File: src/rtl/alu_pi_master.sv
// alu_pi_master: turns one 32-bit ALU command into byte-wide register bus
// traffic (operand writes, go, status poll, result reads) and returns a
// 32-bit quotient/remainder response. A poll timeout pulses the ALU clear bit
// and reports an error response instead.
module alu_pi_master #(
  parameter logic [3:0] ADDR_CTRL    = 4'h0,
  parameter logic [3:0] ADDR_A0      = 4'h1,
  parameter logic [3:0] ADDR_B0      = 4'h5,
  parameter logic [3:0] ADDR_Q0      = 4'h1,
  parameter logic [3:0] ADDR_R0      = 4'h5,
  parameter logic       INT_MASK     = 1'b0,
  parameter int         POLL_TIMEOUT = 1024
) (
  input  logic        clk,
  input  logic        rst,
  input  logic        cmd_valid,
  output logic        cmd_ready,
  input  logic [3:0]  cmd_func,
  input  logic [31:0] cmd_op_a,
  input  logic [31:0] cmd_op_b,
  output logic        rsp_valid,
  input  logic        rsp_ready,
  output logic [31:0] rsp_q,
  output logic [31:0] rsp_r,
  output logic        rsp_err,
  output logic        pi_blk_sel,
  output logic [3:0]  pi_addr,
  output logic        pi_wr_en,
  output logic        pi_rd_en,
  output logic [7:0]  pi_wr_data,
  input  logic [7:0]  pi_rd_data
);

  localparam int CNT_W = $clog2(POLL_TIMEOUT + 1);

  // The state names the bus operation currently presented on pi_*.
  typedef enum logic [3:0] {
    S_IDLE, S_WR_A, S_WR_B, S_WR_GO, S_POLL,
    S_RD_Q, S_RD_R, S_CLR_SET, S_CLR_REL, S_RSP
  } state_t;

  state_t           state, state_nxt;
  logic [1:0]       idx, idx_nxt;
  logic [CNT_W-1:0] poll_cnt;
  logic [3:0]       func_q;
  logic [31:0]      op_a_q, op_b_q;
  logic [31:0]      a_src;
  logic             accept;
  logic             busy;
  logic             wr_d, rd_d;
  logic [3:0]       addr_d;
  logic [7:0]       wdata_d;

  function automatic logic [7:0] byte_of(input logic [31:0] w, input logic [1:0] k);
    return w[{k, 3'b000} +: 8];
  endfunction

  // Control byte layout: {func, clr, int_mask, en, go}.
  function automatic logic [7:0] ctrl_byte(input logic [3:0] f, input logic clr,
                                           input logic go);
    return {f, clr, INT_MASK, 1'b1, go};
  endfunction

  assign cmd_ready = (state == S_IDLE) && !rst;
  assign accept    = cmd_valid && cmd_ready;
  assign rsp_valid = (state == S_RSP);
  assign busy      = pi_rd_data[0];
  // The first A byte goes out on the acceptance edge, before op_a_q is loaded.
  assign a_src     = (state == S_IDLE) ? cmd_op_a : op_a_q;

  // State, byte index, poll counter, response and registered bus outputs.
  always_ff @(posedge clk) begin
    if (rst) begin
      state      <= S_IDLE;
      idx        <= 2'd0;
      poll_cnt   <= '0;
      rsp_q      <= 32'd0;
      rsp_r      <= 32'd0;
      rsp_err    <= 1'b0;
      pi_blk_sel <= 1'b0;
      pi_wr_en   <= 1'b0;
      pi_rd_en   <= 1'b0;
      pi_addr    <= 4'd0;
      pi_wr_data <= 8'd0;
    end else begin
      state      <= state_nxt;
      idx        <= idx_nxt;
      pi_blk_sel <= wr_d | rd_d;
      pi_wr_en   <= wr_d;
      pi_rd_en   <= rd_d;
      pi_addr    <= addr_d;
      pi_wr_data <= wdata_d;
      if (accept) begin
        poll_cnt <= '0;
        rsp_q    <= 32'd0;
        rsp_r    <= 32'd0;
        rsp_err  <= 1'b0;
      end
      if (state == S_POLL && busy) poll_cnt <= poll_cnt + CNT_W'(1);
      if (state == S_RD_Q) rsp_q[{idx, 3'b000} +: 8] <= pi_rd_data;
      if (state == S_RD_R) rsp_r[{idx, 3'b000} +: 8] <= pi_rd_data;
      if (state == S_CLR_REL) begin
        rsp_err <= 1'b1;
        rsp_q   <= 32'd0;
        rsp_r   <= 32'd0;
      end
    end
  end

  // Command fields are held for the whole transaction.
  always_ff @(posedge clk) begin
    if (accept) begin
      func_q <= cmd_func;
      op_a_q <= cmd_op_a;
      op_b_q <= cmd_op_b;
    end
  end

  // Next-state: the 2-bit index wraps to 0 exactly when a 4-byte phase ends.
  always_comb begin
    state_nxt = state;
    idx_nxt   = idx;
    case (state)
      S_IDLE: begin
        if (accept) begin
          state_nxt = S_WR_A;
          idx_nxt   = 2'd0;
        end
      end
      S_WR_A: begin
        idx_nxt = idx + 2'd1;
        if (idx == 2'd3) state_nxt = S_WR_B;
      end
      S_WR_B: begin
        idx_nxt = idx + 2'd1;
        if (idx == 2'd3) state_nxt = S_WR_GO;
      end
      S_WR_GO: state_nxt = S_POLL;
      S_POLL: begin
        if (!busy) begin
          state_nxt = S_RD_Q;
          idx_nxt   = 2'd0;
        end else if (poll_cnt == CNT_W'(POLL_TIMEOUT - 1)) begin
          state_nxt = S_CLR_SET;
        end
      end
      S_RD_Q: begin
        idx_nxt = idx + 2'd1;
        if (idx == 2'd3) state_nxt = S_RD_R;
      end
      S_RD_R: begin
        idx_nxt = idx + 2'd1;
        if (idx == 2'd3) state_nxt = S_RSP;
      end
      S_CLR_SET: state_nxt = S_CLR_REL;
      S_CLR_REL: state_nxt = S_RSP;
      S_RSP:     if (rsp_ready) state_nxt = S_IDLE;
      default:   state_nxt = S_IDLE;
    endcase
  end

  // Bus operation for the upcoming cycle, registered onto pi_* above.
  always_comb begin
    wr_d    = 1'b0;
    rd_d    = 1'b0;
    addr_d  = 4'd0;
    wdata_d = 8'd0;
    case (state_nxt)
      S_WR_A: begin
        wr_d    = 1'b1;
        addr_d  = ADDR_A0 + {2'b00, idx_nxt};
        wdata_d = byte_of(a_src, idx_nxt);
      end
      S_WR_B: begin
        wr_d    = 1'b1;
        addr_d  = ADDR_B0 + {2'b00, idx_nxt};
        wdata_d = byte_of(op_b_q, idx_nxt);
      end
      S_WR_GO: begin
        wr_d    = 1'b1;
        addr_d  = ADDR_CTRL;
        wdata_d = ctrl_byte(func_q, 1'b0, 1'b1);
      end
      S_POLL: begin
        rd_d   = 1'b1;
        addr_d = ADDR_CTRL;
      end
      S_RD_Q: begin
        rd_d   = 1'b1;
        addr_d = ADDR_Q0 + {2'b00, idx_nxt};
      end
      S_RD_R: begin
        rd_d   = 1'b1;
        addr_d = ADDR_R0 + {2'b00, idx_nxt};
      end
      S_CLR_SET: begin
        wr_d    = 1'b1;
        addr_d  = ADDR_CTRL;
        wdata_d = ctrl_byte(func_q, 1'b1, 1'b0);
      end
      S_CLR_REL: begin
        wr_d    = 1'b1;
        addr_d  = ADDR_CTRL;
        wdata_d = ctrl_byte(func_q, 1'b0, 1'b0);
      end
      default: ;
    endcase
  end

endmodule

File: config.mk
export PLATFORM = sky130hd
export DESIGN_NAME = alu_pi_master
export DESIGN_NICKNAME = d
export VERILOG_FILES = /design/src/rtl/alu_pi_master.sv
export SDC_FILE = /design/constraint.sdc
export NUM_CORES = 1
export LEC_CHECK = 0
export CAP_MARGIN = 10
export CORE_ASPECT_RATIO = 0.7
export CORE_MARGIN = 2
export CORE_UTILIZATION = 60
export CTS_CLUSTER_DIAMETER = 30
export DETAILED_ROUTE_END_ITERATION = 6
export DONT_BUFFER_PORTS = 1
export GPL_TIMING_DRIVEN = 0
export PLACE_DENSITY = 0.73
export SLEW_MARGIN = 20
export SYNTH_ARGS = -nofsm -noshare
export SYNTH_HDL_FRONTEND = slang
export SYNTH_SLANG_ARGS = --single-unit
export TNS_END_PERCENT = 20
File: constraint.sdc
create_clock -name clk -period 4.95 [get_ports clk]
set_input_delay 0.2475 -clock clk [delete_from_list [all_inputs] [get_ports clk]]
set_output_delay 0.2475 -clock clk [all_outputs]
set_load 0.02 [all_outputs]
==> metrics.csv, run 1 <==
metric;value;unit
status;complete, no violations;
fin_crit_sh;0.639;
maxCapViolCount;0;
place_congestion;0.913;
synthCells;670;
grt_max_degree;48;
async_reset_ff_frac;0;
synth_xor_area_frac;0.00258;
cp_data_arrival_time;3520;ps
slew_viol_final;0;
worst_slew_pin_slew;864;ps
clkTransAtPathRegs;70;ps
fin_crit;3160;ps
worstPathRequired;5310;ps
core.rowCount;32;
ys_types;59;
cts_buffer_depth;2;
synth_top_family_by_area;simple AND/OR/NAND/NOR gates;
overflow;0;
insertedDiodeCount;0;
p_per_area;366;nW/µm²
synthSimpleGateAreaFrac;0.177;
grt_pass1_vias;5459;
fin_util;0.750;
final_common_cell;nor2_1;
multiInputGateArea;2610;µm²
synth_warnings;0;
dieHeight;93.0;µm
port_buffers;0;
mostFrequentLayoutCells;nor2_1 (101), dfxtp_1 (97), nand2_1 (82);
dp_hpwl;12.7;mm
slew_headroom;0.419;
grt_usage;0.321;
num_vias;5882;
wl_per_cell;21.2;µm
wirelength;19.6;mm
post_drt_via_cell_ratio;6.37;
cts_tree;built;
synth-edff-count;68;
synth_fp_nets;756;
cts_sinks;165;
regArea;3980;µm²
fmax;316;MHz
start_util;0.617;
synth_ff_type;dfxtp_1;
stdcell_count;924;
hold_path.class;in2reg;
grt_pass1_wl;30.1;mm
cts_buffers;17;
cts_setup_buffers;0;
startpoint_type;flop;
synth_compound_area_frac;0.166;
ant_nets;0;
syn_avg_cell_area;10.1;µm²
hold_violations;0;
synthAdderAreaFrac;0.0111;
ioPinCount;162;
end_kind;flop;
critPathMaxFanout;10;
insertion_delay;430;ps
antenna_found_initial;0;
rsz0062_at_grt;no;
core_area;11000;µm²
die-area;12200;µm²
cts.repair.resized;0;
skew;6.54;ps
dp_cells;824;
ys_ff_latch;165;
cts_max_level;4;
firstDrtPassIters;5;
die-width;131;µm
p_leak;0.00298;µW
nFillCells;752;
nets;844;
synth_seq_area_share;0.587;
ir_worst_vdd;288;µV
crit_type;reg2reg;
drive_gt1_frac;0.0610;
first_iter_violations;650;
syn_to_final_growth;21.6;%
setup_viol;0;
cts_root_buf;clkbuf_16;
synth.area.mux_share;0.0280;
remaining_drc_errors;0;
netlist_area;6790;µm²
per-layer routing:
metal | vias up | track usage | share of wire
met4 | 0 | 0.118 | 0.023
met2 | 348 | 0.471 | 0.44
met5 | - | 0 | 0
li1 | 2629 | - | -
met1 | 2866 | 0.455 | 0.42
met3 | 39 | 0.0949 | 0.11
through the flow:
stage	total power, µW	setup TNS (ps)	area (µm²)	hold slack (ps)	setup slack [ps]
after floorplan	1640	0	6790	346	947
after global placement	1700	-23450	6980	346	-540
after detailed placement	1710	0	7010	346	1910
after CTS	3010	0	8260	43.6	1880
after global routing	3100	0	8260	86.6	1490
final	3020	0	8260	46.3	1790
path summary, 6_finish.rpt:
kind | slack (ps) | end | cells past startpoint | start
min | 50 | rsp_err | 3 | cmd_valid
min reg2reg | 470 | pi_wr_data[6] | 2 | func_q[2]
max | 1790 | pi_wr_data[6] | 8 | state[0]
max reg2reg | 1790 | pi_wr_data[6] | 8 | state[0]
kinds of logic (layout without fill, tap and decap cells):
kind of cell / count (synthesis) / in the layout
and+or+nand+nor: 266 / 266
DFF: 165 / 165
AOI/OAI and AO/OA: 162 / 162
buffers and inverters: 50 / 151
muxes: 19 / 19
adders and majority gates: 6 / 6
xor gates and xnor gates: 2 / 2
synth_stat cells, types with 4 or more instances:
cell        n  share of area
buf_1       9         0.0050
inv_1       6         0.0033
and2_1      5         0.0046
a21oi_1    20          0.015
ha_1        6          0.011
o21ai_0    16          0.012
o211ai_1   15          0.017
nor2_1    101          0.056
nand2_1    82          0.045
dfxtp_1    97           0.29
nand3_1    24          0.018
and3_1     25          0.023
mux2i_1    19          0.028
a31oi_1    18          0.017
clkbuf_1   29          0.016
nor2b_1     5         0.0046
edfxtp_1   68           0.30
buf_2       4         0.0029
a22oi_1    66          0.073
worst max-delay path, stage by stage (launching register included):
cell	delay [ps]
dfxtp_1	340
clkbuf_1	220
nor4_1	800
clkbuf_1	480
buf_1	450
nand2_1	120
a31oi_1	420
o21ai_1	110
o211ai_1	150
state kept, by name (all words and copies together) (netlist names):
signal	flops
func_q	4
idx	2
op_a_q	32
op_b_q	32
pi_addr	4
pi_blk_sel	1
pi_rd_en	1
pi_wr_data	8
pi_wr_en	1
poll_cnt	11
rsp_err	1
rsp_q	32
rsp_r	32
state	4
final cells by class:
cell class | count | share of cell area
clock inverter | 15 | 0.0165
buffer | 43 | 0.0211
clock buffer | 17 | 0.0515
tap | 153 | 0.0232
timing repair buffer | 69 | 0.0858
sequential | 165 | 0.483
inverter | 7 | 0.00318
multi-input combinational | 455 | 0.316
report_power, final:
part | switching, µW | internal (µW) | leakage [µW]
Sequential | 23.4 | 1450 | 0.00142
Clock | 618 | 667 | 0.000273
Combinational | 162 | 96.3 | 0.00129
Total | 804 | 2220 | 0.00298
repair_timing:
action | 4_1_cts | 5_1_grt
endpoints found under the setup margin | 0 | 0
hold endpoints to repair | 68 | 0
hold buffers | 68 | 0
Power figures use the tool's default switching activity.
==> run 2: changes to the inputs <==
- CORE_UTILIZATION: 60 -> 57
- PLACE_DENSITY: 0.73 -> 0.72
- clock period: 4.95 -> 2.6 ns (I/O delays scaled with it)
==> metrics.csv, run 2 (same netlist as run 1, synthesis figures left out) <==
metric;value;unit;change
fin_crit;2610;ps;-552 ps
critPathMaxFanout;4;;-6
cts_tree;built;;
grt_pass1_vias;5498;;+0.71%
status;finished, violations left;;
cts_sinks;165;;unchanged
worstReg2RegEnd;pi_blk_sel;;
firstDrtPassIters;5;;unchanged
hold_violations;0;;unchanged
crit_type;reg2reg;;
grt_max_degree;78;;+63%
cts_root_buf;clkbuf_16;;
r2r-start;poll_cnt[0];;
setup_viol;1;;+1
dp_cells;827;;+0.36%
timing.hold.ws;106;ps;+60.0 ps
insertion_delay;430;ps;about the same
fin_tns_setup;-9.75;ps;-9.75 ps
cts_buffers;17;;unchanged
die-area;12800;µm²;+5.1%
fmax;383;MHz;+21%
slew_headroom;0.443;;+0.0241
drive_gt1_frac;0.123;;+0.0620
core_area;11600;µm²;+5.7%
finalPower;6000;µW;+99%
final_cell_area;8600;µm²;+4.1%
rsz0062_at_grt;yes;;
layout_setup_ws;-9.75;ps;-1800 ps
p_leak;0.00313;µW;+5.1%
port_buffers;0;;unchanged
hold_path.class;in2reg;;
crit_start;poll_cnt[0];;
worstPathRequired;2920;ps;-2390 ps
ioPinCount;162;;unchanged
final_common_cell;nor2_1;;
num_vias;5967;;+1.4%
dieHeight;95.3;µm;+2.5%
slew_viol_final;0;;unchanged
cts_buffer_depth;2;;unchanged
place_congestion;0.886;;-3.0%
grt_pass1_wl;29.6;mm;-1.5%
end_kind;flop;;
ant_nets;0;;unchanged
rrSetupSlack;-10;ps;-1800 ps
worst_slew_pin_slew;830;ps;-33.8 ps
nets;854;;+1.2%
reg2regPathDepth;9;;+1
violations;setup timing;;
maxCapViolCount;0;;unchanged
cp-endpoint;pi_blk_sel;;
dp_hpwl;12.4;mm;-2.7%
cts_max_level;4;;unchanged
stdcell_count;938;;+1.5%
p_per_area;698;nW/µm²;+91%
core.rowCount;33;;+3.1%
wl_per_cell;21.4;µm;+0.84%
fin_crit_sh;1.00;;+0.365
start_util;0.583;;-0.0335
mostFrequentLayoutCells;nor2_1 (98), dfxtp_1 (93), nand2_1 (82);;
startpoint_type;flop;;
overflow;0;;unchanged
die-width;134;µm;+2.5%
clkTransAtPathRegs;70;ps;about the same
wirelength;20.0;mm;+2.4%
first_iter_violations;755;;+16%
syn_to_final_growth;26.6;%;
placed_cell_area;6990;µm²;-0.32%
nFillCells;792;;+5.3%
skew;12.0;ps;+5.44 ps
antenna_found_initial;0;;unchanged
insertedDiodeCount;0;;unchanged
cp_data_arrival_time;2930;ps;-590 ps
remaining_drc_errors;0;;unchanged
post_drt_via_cell_ratio;6.36;;about the same
ir_worst_vdd;537;µV;+86%
grt_usage;0.305;;-0.0159
-- run 2: cell types whose count changed in the layout (fill, tap and decap cells not counted), moves of 3 or more --
cell,previous run,this run
nor2_1,101,98
nand3_1,24,21
nand3_2,0,3
inv_6,6,3
clkbuf_1,28,15
buf_4,1,18
dfxtp_2,0,3
clkbuf_2,0,7
dfxtp_1,97,93
bufinv_16,0,3
-- run 2: timing repair --
item | in CTS | in global routing
buffers inserted | 5 | 10
setup endpoints to repair | 65 | 46
pin swaps | 9 | 10
hold buffers | 69 | 0
resized for setup | 38 | 23
endpoints found under the hold margin | 69 | 0
-- run 2: cell type report --
type | instances | area, µm² | area share
Buffer | 38 | 203 | 0.0236
Multi-Input combinational cell | 455 | 2760 | 0.321
Clock inverter | 15 | 194 | 0.0226
Inverter | 7 | 27.5 | 0.00320
Tap cell | 157 | 196 | 0.0228
Clock buffer | 17 | 425 | 0.0495
Timing Repair Buffer | 84 | 803 | 0.0934
Sequential cell | 165 | 3990 | 0.464
-- run 2: through the flow --
stage / util / setup WS (ps)
3_5_place_dp: 0.600 / -438
3_3_place_gp: 0.600 / -402
5_1_grt: 0.738 / -84.5
2_1_floorplan: - / 14.9
6_report: 0.738 / -9.75
4_1_cts: 0.727 / 4.24
-- run 2: power by group --
| group | switching (µW) | internal [µW] |
|---|---|---|
| sequential | 45.7 | 2770 |
| combinational | 321 | 202 |
| clock | 1120 | 1540 |
-- run 2: worst min path at each step --
stage,startpoint,to,cells after the start
after global placement,cmd_op_b[2],op_b_q[2],0
final,cmd_op_a[16],pi_wr_data[0],4
after global routing,cmd_op_a[16],pi_wr_data[0],4
after floorplan,cmd_func[0],func_q[0],0
after detailed placement,cmd_func[1],func_q[1],0
after CTS,cmd_op_a[16],pi_wr_data[0],4
-- run 2: critical path: stages (launching register included) --
cell and delay, ps:
dfxtp_2 360, ha_4 160, nand3_2 80, or2_4 240, or4_4 560, buf_4 180
o211ai_1 220, nand2_1 210, a21o_1 260, or2_1 220
-- run 2: routing by layer --
metal,vias to the layer above,global-route usage,part of all wire
met5,-,0,0
met4,0,0.113,0.026
met3,57,0.0936,0.11
met2,381,0.468,0.46
met1,2879,0.412,0.41
li1,2650,-,-
==> run 3: changes to the inputs <==
--- a/config.mk
+++ b/config.mk
@@ -9,10 +9,11 @@
 export CORE_ASPECT_RATIO = 0.7
 export CORE_MARGIN = 2
-export CORE_UTILIZATION = 57
+export CORE_UTILIZATION = 60
 export CTS_CLUSTER_DIAMETER = 30
 export DETAILED_ROUTE_END_ITERATION = 6
 export DONT_BUFFER_PORTS = 1
+export GPL_ROUTABILITY_DRIVEN = 0
 export GPL_TIMING_DRIVEN = 0
-export PLACE_DENSITY = 0.72
+export PLACE_DENSITY = 0.73
 export SLEW_MARGIN = 20
 export SYNTH_ARGS = -nofsm -noshare
==> constraint.sdc (replaced) <==
create_clock -name clk -period 3.01 [get_ports clk]
set_input_delay 0.4515 -clock clk [delete_from_list [all_inputs] [get_ports clk]]
set_output_delay 0.4515 -clock clk [all_outputs]
set_load 0.02 [all_outputs]
==> metrics.csv, run 3 (same netlist as run 1, synthesis figures left out) <==
metric;value;unit;change
mostFrequentLayoutCells;nor2_1 (99), dfxtp_1 (97), nand2_1 (82);;
core.rowCount;32;;-3.0%
cts_max_level;4;;unchanged
hold-path-cell-count;0;;-4
port_buffers;0;;unchanged
skew;13.5;ps;+1.54 ps
rsz0062_at_grt;yes;;
p_leak;0.00272;µW;-13%
syn_to_final_growth;12.3;%;
start_util;0.617;;+0.0335
finalPower;4960;µW;-17%
remaining_drc_errors;0;;unchanged
grt_pass1_vias;4765;;-13%
path_cells;ha_1 > clkbuf_1 > nand2_1 > o22ai_1 > nand2_1 > a211o_2 > nand2_1 > nand3_1 > o211ai_1;;
maxCapViolCount;0;;unchanged
critPathMostFrequentCell;nand2_1;;
postCtsHoldBufs;0;;-100%
setup_viol;0;;-1
core_area;11000;µm²;-5.4%
status;complete, no violations;;
cts.repair.resized;3;;-92%
slew_viol_final;0;;unchanged
grt_usage;0.287;;-0.0185
ioPinCount;162;;unchanged
insertion_delay;430;ps;about the same
placed_cell_area;7010;µm²;+0.21%
grt_pass1_wl;26.6;mm;-10%
die-area;12200;µm²;-4.8%
wl_per_cell;20.3;µm;-5.0%
ant_nets;0;;unchanged
crit_type;reg2reg;;
reg2regPathDepth;9;;unchanged
fin_crit_sh;0.951;;-0.0524
worst_slew_pin_slew;794;ps;-36.1 ps
slowest_delay;510;ps;-50 ps
insertedDiodeCount;0;;unchanged
ir_worst_vdd;444;µV;-17%
critPathMaxFanout;10;;+6
fin_crit;2860;ps;+254 ps
p_per_area;651;nW/µm²;-6.8%
end_kind;flop;;
nets;775;;-9.3%
path_buf_inv;1;;unchanged
die-width;131;µm;-2.5%
fmax;349;MHz;-8.9%
startpoint_type;flop;;
final_common_cell;nor2_1;;
clkTransAtPathRegs;70;ps;about the same
cp_top_family;compound AO/OA/AOI/OAI gates;;
worstPathRequired;3370;ps;+450 ps
nFillCells;841;;+6.2%
wirelength;17.4;mm;-13%
hold_violations;0;;unchanged
firstDrtPassIters;5;;unchanged
hold_path.class;in2reg;;
cts_tree;built;;
cts_buffers;17;;unchanged
num_vias;5394;;-9.6%
drive_gt1_frac;0.0798;;-0.0431
slowest_stage;dfxtp_1;;
dieHeight;93.0;µm;-2.4%
cp_data_arrival_time;3220;ps;+290 ps
cp.depth;9;;unchanged
antenna_found_initial;0;;unchanged
overflow;0;;unchanged
cts_sinks;165;;unchanged
grt_max_degree;45;;-42%
cts_root_buf;clkbuf_16;;
dp_hpwl;12.5;mm;+1.4%
slew_headroom;0.467;;+0.0242
first_iter_violations;636;;-16%
cts_buffer_depth;2;;unchanged
post_drt_via_cell_ratio;6.31;;-0.83%
cts_setup_buffers;0;;-5
final_cell_area;7630;µm²;-11%
[run 3: report_power, final]
group          leakage, µW  switching (µW)  internal (µW)
clock             0.000288             946           1240
sequential         0.00142            36.1           2390
combinational      0.00102             244            101
total              0.00272            1230           3740
[run 3: worst register-to-register path: stages, from the launching register on]
cell	delay (ps)
dfxtp_1	510
ha_1	200
clkbuf_1	360
nand2_1	100
o22ai_1	300
nand2_1	200
a211o_2	440
nand2_1	160
nand3_1	270
o211ai_1	270
[run 3: final timing paths]
check	start	endpoint	slack [ps]
setup / recovery	idx[0]	pi_wr_data[0]	150
hold / removal	cmd_op_b[2]	op_b_q[2]	110
setup reg to reg	idx[0]	pi_wr_data[0]	150
hold reg to reg	func_q[2]	pi_wr_data[6]	460
[run 3: final cells by class]
type / instances / area [µm²] / area share
well taps: 153 / 191 / 0.0251
clock buffers: 17 / 425 / 0.0558
clock inverters: 15 / 168 / 0.0220
repair buffers: 1 / 20.0 / 0.00263
flip-flops and latches: 165 / 3980 / 0.522
inverters: 7 / 26.3 / 0.00345
plain buffers: 42 / 176 / 0.0231
multi-input cells: 455 / 2640 / 0.346
[run 3: per-layer routing]
layer / routed length, µm / global-route usage / up-vias
met2: 7470 / 0.405 / 285
met5: 0 / 0 / -
li1: - / - / 2493
met3: 1900 / 0.0954 / 22
met1: 7790 / 0.420 / 2594
met4: 204 / 0.0870 / 0
[run 3: stage by stage]
step | TNS (ps) | worst slack [ps] | instances | util | hold WS [ps]
6_report | 0 | 147 | 855 | 0.693 | 109
5_1_grt | -1.28 | -1.28 | 855 | 0.693 | 95.2
4_1_cts | 0 | 2.32 | 856 | 0.691 | 98.8
3_5_place_dp | 0 | 44.2 | 824 | 0.636 | 453
3_3_place_gp | -35120 | -624 | 823 | 0.634 | 454
2_1_floorplan | 0 | 241 | 670 | - | 435
